--- config.mk ---
export PLATFORM = sky130hd
export DESIGN_NAME = cycle_right_deserializer
export DESIGN_NICKNAME = d
export VERILOG_FILES = /design/src/rtl/cycle_right_deserializer_pkg.sv /design/src/rtl/cycle_right_deserializer_out_hold_buf.sv /design/src/rtl/cycle_right_deserializer.sv
export SDC_FILE = /design/constraint.sdc
export NUM_CORES = 1
export LEC_CHECK = 0
export ABC_AREA = 1
export BUFFER_PORTS_ARGS = -buffer_cell sky130_fd_sc_hd__buf_4
export CAP_MARGIN = 20
export CORE_AREA = 2 2 39 41
export CTS_CLUSTER_DIAMETER = 200
export DETAILED_ROUTE_END_ITERATION = 7
export DIE_AREA = 0 0 41 43
export SLEW_MARGIN = 20
export SYNTH_ARGS = -nofsm -noshare
export SYNTH_HDL_FRONTEND = slang
export SYNTH_HIERARCHICAL = 1
export SYNTH_SLANG_ARGS = --single-unit
--- constraint.sdc ---
create_clock -name i_clk -period 1.23 [get_ports i_clk]
set_clock_uncertainty 0.1 [all_clocks]
set_input_delay 0.0615 -clock i_clk [delete_from_list [all_inputs] [get_ports i_clk]]
set_output_delay 0.0615 -clock i_clk [all_outputs]
set_load 0.02 [all_outputs]
--- src/rtl/cycle_right_deserializer_pkg.sv ---
// Shared types for the cycle-right deserializer: frame FSM state encoding.
package cycle_right_deserializer_pkg;

  typedef enum logic {
    StIdle  = 1'b0,
    StShift = 1'b1
  } state_e;

endpackage

--- src/rtl/cycle_right_deserializer_out_hold_buf.sv ---
// One-deep valid/ready holding register; refills in the same cycle it is drained.
module cycle_right_deserializer_out_hold_buf #(
  parameter int unsigned W = 4
) (
  input  logic         clk,
  input  logic         rst,
  input  logic         load,
  input  logic [W-1:0] data,
  input  logic         ready,
  output logic [W-1:0] dout,
  output logic         o_valid,
  output logic         drop
);

  logic [W-1:0] dout_q, dout_d;
  logic         valid_q, valid_d;
  logic         transfer;

  always_comb begin
    transfer = load & (~valid_q | ready);
    drop     = load & valid_q & ~ready;
    dout_d   = dout_q;
    valid_d  = valid_q;
    if (transfer) begin
      dout_d  = data;
      valid_d = 1'b1;
    end else if (ready & valid_q) begin
      valid_d = 1'b0;
    end
  end

  always_ff @(posedge clk or posedge rst) begin
    if (rst) begin
      dout_q  <= '0;
      valid_q <= 1'b0;
    end else begin
      dout_q  <= dout_d;
      valid_q <= valid_d;
    end
  end

  assign dout    = dout_q;
  assign o_valid = valid_q;

endmodule

--- src/rtl/cycle_right_deserializer.sv ---
// Serial-in parallel-out receiver: LSB-first bits enter at the MSB end and
// complete words are handed to a one-deep output buffer.
module cycle_right_deserializer
  import cycle_right_deserializer_pkg::*;
#(
  parameter int unsigned MSB   = 4,
  parameter int unsigned CNT_W = $clog2(MSB)
) (
  input  logic             i_clk,
  input  logic             i_rst,
  input  logic             i_valid,
  input  logic             din,
  input  logic             i_clear,
  input  logic             i_ready,
  output logic [MSB-1:0]   dout,
  output logic             o_valid,
  output logic             o_overrun,
  output logic [CNT_W-1:0] o_bit_cnt
);

  localparam logic [CNT_W-1:0] LastCnt = CNT_W'(MSB - 1);

  state_e           state_q, state_d;
  logic [MSB-1:0]   sreg_q, sreg_d;
  logic [CNT_W-1:0] cnt_q, cnt_d;
  logic             overrun_q;
  logic             word_done;
  logic             drop;
  logic [MSB-1:0]   word;

  assign word = {din, sreg_q[MSB-1:1]};

  always_comb begin
    state_d   = state_q;
    sreg_d    = sreg_q;
    cnt_d     = cnt_q;
    word_done = 1'b0;
    if (i_clear) begin
      // Clear wins over a coincident bit, which is discarded.
      state_d = StIdle;
      sreg_d  = '0;
      cnt_d   = '0;
    end else if (i_valid) begin
      sreg_d = word;
      unique case (state_q)
        StIdle: begin
          cnt_d   = CNT_W'(1);
          state_d = StShift;
        end
        StShift: begin
          if (cnt_q == LastCnt) begin
            cnt_d     = '0;
            word_done = 1'b1;
            state_d   = StIdle;
          end else begin
            cnt_d = cnt_q + CNT_W'(1);
          end
        end
        default: state_d = StIdle;
      endcase
    end
  end

  always_ff @(posedge i_clk or posedge i_rst) begin
    if (i_rst) begin
      state_q   <= StIdle;
      sreg_q    <= '0;
      cnt_q     <= '0;
      overrun_q <= 1'b0;
    end else begin
      state_q   <= state_d;
      sreg_q    <= sreg_d;
      cnt_q     <= cnt_d;
      overrun_q <= overrun_q | drop;
    end
  end

  cycle_right_deserializer_out_hold_buf #(
    .W (MSB)
  ) u_out_hold_buf (
    .clk     (i_clk),
    .rst     (i_rst),
    .load    (word_done),
    .data    (word),
    .ready   (i_ready),
    .dout    (dout),
    .o_valid (o_valid),
    .drop    (drop)
  );

  assign o_overrun = overrun_q;
  assign o_bit_cnt = cnt_q;

endmodule
==> results.ini <==
[sta]
setup_viol = 0
max_slew_margin_pct = 81.6
fin_crit_ns = 1.22
whs_ns = -0.0130
min_period_over_period_pct = 99.0
rsz0062_at_grt = yes
fin_ws_ns = 0.0117
hold_violations = 1
fmax_mhz = 821
maxSlewViolCount = 0
worstMarginPinSlew_ns = 0.276

[min_path]
holdPathStages = 4
worstHoldStart = i_clear
min_to = o_bit_cnt[1]
hold_class = in2reg

[synthesis]
ys_warn_count = 6
synth_area_um2 = 518
seq_area_frac_synth_pct = 58.0
synthFlopType = dfrtp_1
synth.most_common_cell = nand2_1
yosys_register_bits = 12
netlist-cell-type-count = 12
synth_nets = 67
avgSynthCellArea_um2 = 8.63
synth_top_area_share_pct = 58.0
post-synth-top-area-cell = dfrtp_1
netlist_instances = 60
synth_edf_count = 0
yosys-top-cells-count = nand2_1 (28), dfrtp_1 (12), inv_1 (5), nand3_1 (5)
synth.area.top_cells = dfrtp_1 (58%), nand2_1 (20%), nand3_1 (4.8%)
async_reset_ff_share_pct = 100

[global_route]
grt_pass1_wl_um = 1570
track_usage_pct = 13.4
grt-ovfl-total = 0
grt_pass1_vias = 407
grt_start_max_net_pins = 8
antenna_found_initial = 0

[job]
cap_viol_max_count = 0

[cells_and_area]
num_antenna_cells = 0
syn2layout_area_growth_pct = 46.9
ff_latch_area_um2 = 303
drive_gt1_share_pct = 41.2
finalCoreUtilization_pct = 55.0
nFillCells = 132
multi_input_area_um2 = 218
fin_nets = 93

[drt]
drt.antenna.violating_nets = 0
vias_per_cell = 4.20
drc = 0
dr.pass1.iters = 2
wl_per_cell_um = 9.31
routed_wl_um = 940
initialDrtViolationCount = 1
vias = 424

[die]
die_area_mm2 = 0.00176
row_count = 14
start_util_pct = 37.4
fp.coreArea_mm2 = 0.00138
dieWidth_um = 41
io_pins = 14
die_y_um = 43

[setup_path]
cp_data_arrival_time_ns = 1.28
worst_path_max_delay_cell = dfrtp_2
worstSetupPathType = reg2reg
r2r_start = o_bit_cnt[0]
crit_path_cell_trace = ha_2, nand2_2, nor2_4, inv_2, nor2_1, or2_4
cpPeakStageDelay_ns = 0.41
reg2reg_to = o_overrun
crit_path_start_kind = flip-flop
ff2ff_path_depth = 6
end_kind = flip-flop
critPathMaxFanout = 3
r2r_slack_ns = 0.01
required_ns = 1.29

[outcome]
failed_checks = hold timing
outcome = finished, violations left

[clock_tree]
postCtsSetupBuffers = 0
cts-root-buf = clkbuf_4
htree_levels = 1
clkTransAtPathRegs_ns = 0.07
clockBufferDepth = 2
clkSinkCount = 12
hold_buffers = 4
clock_latency_ns = 0.27
cts_tree = done
cts_made_buffers = 3

[pwr]
power_density_mw_per_mm2 = 991
leakage_uw = 0.000418
max-vdd-ir-drop_mv = 0.580

[place]
place.gp.congestion = 0.661
dp_slack_ns = 0.0169
dp_hpwl_um = 718
io_buffers = 13

logic make-up after synthesis:
group | after synthesis | synth area share [%]
flip-flops | 12 | 58.0
adder cells (fa/ha/maj) | 1 | 2.42
AND/OR/NAND/NOR | 40 | 33.6
buffers and inverters | 6 | 4.35
AO/OA/AOI/OAI | 1 | 1.69
timing repair:
| item | CTS | global route |
|---|---|---|
| endpoints found under the setup margin | 0 | 5 |
| resized for setup | 0 | 3 |
| endpoints found under the hold margin | 19 | 1 |
cell usage in the layout (no fill, tap or decap), drive strengths merged:
cell	instances
nand2	30
buf	17
dfrtp	12
inv	6
nand3	5
dlygate4sd3	4
clkbuf	4
nor2	4
o21ai	1
or2	1
ha	1
state kept, by name (all words and copies together), names as in the netlist:
register                count
state_q                     1
sreg_q                      3
u_out_hold_buf/o_valid      1
o_overrun                   1
u_out_hold_buf/dout         4
o_bit_cnt                   2
critical path: cells and delay by family, from the launching register on:
family                   cells  cell delay, ns
AND/OR/NAND/NOR              4            0.38
buffers and inverters        1            0.05
flip-flops                   1            0.41
adder cells (fa/ha/maj)      1            0.18
worst max-delay path by stage:
stage                       startpoint        end  slack, ns  cells past startpoint
after floorplan           o_bit_cnt[1]  o_overrun      -0.05                      6
after global placement    o_bit_cnt[1]  o_overrun       0.03                      6
after detailed placement  o_bit_cnt[1]  o_overrun       0.02                      6
after CTS                 o_bit_cnt[1]  o_overrun      0.004                      6
after global routing      o_bit_cnt[0]  o_overrun      -0.01                      6
final                     o_bit_cnt[0]  o_overrun       0.01                      6
metal layers:
metal	vias to the layer above	part of all wire, %	GRT usage (%)
met5	-	0	0
met4	0	1.9	10.0
met3	2	5.5	1.57
met2	11	47	19.7
met1	179	45	16.9
li1	232	-	-
cell type report:
cell class,count,area share [%]
Clock buffer,4,3.45
Inverter,6,2.96
Multi-Input combinational cell,42,28.6
Sequential cell,12,39.8
Tap cell,16,2.63
Timing Repair Buffer,21,22.5
report_power, final:
| part | switching (µW) | leakage, µW | internal, µW |
|---|---|---|---|
| clock | 127 | 0.0000150 | 125 |
| sequential | 8.93 | 0.000161 | 406 |
| combinational | 45.2 | 0.000242 | 41.2 |
| total | 181 | 0.000418 | 573 |
stage by stage:
| step | TNS, ns | area (µm²) | total power [µW] | cells |
|---|---|---|---|---|
| floorplan | -0.0544 | 536 | 461 | 60 |
| global placement | 0 | 683 | 499 | 93 |
| detailed placement | 0 | 683 | 499 | 93 |
| CTS | 0 | 749 | 765 | 101 |
| global route | -0.0142 | 761 | 797 | 101 |
| finish | 0 | 761 | 754 | 101 |
No activity file was read; power rests on OpenSTA's default activity.
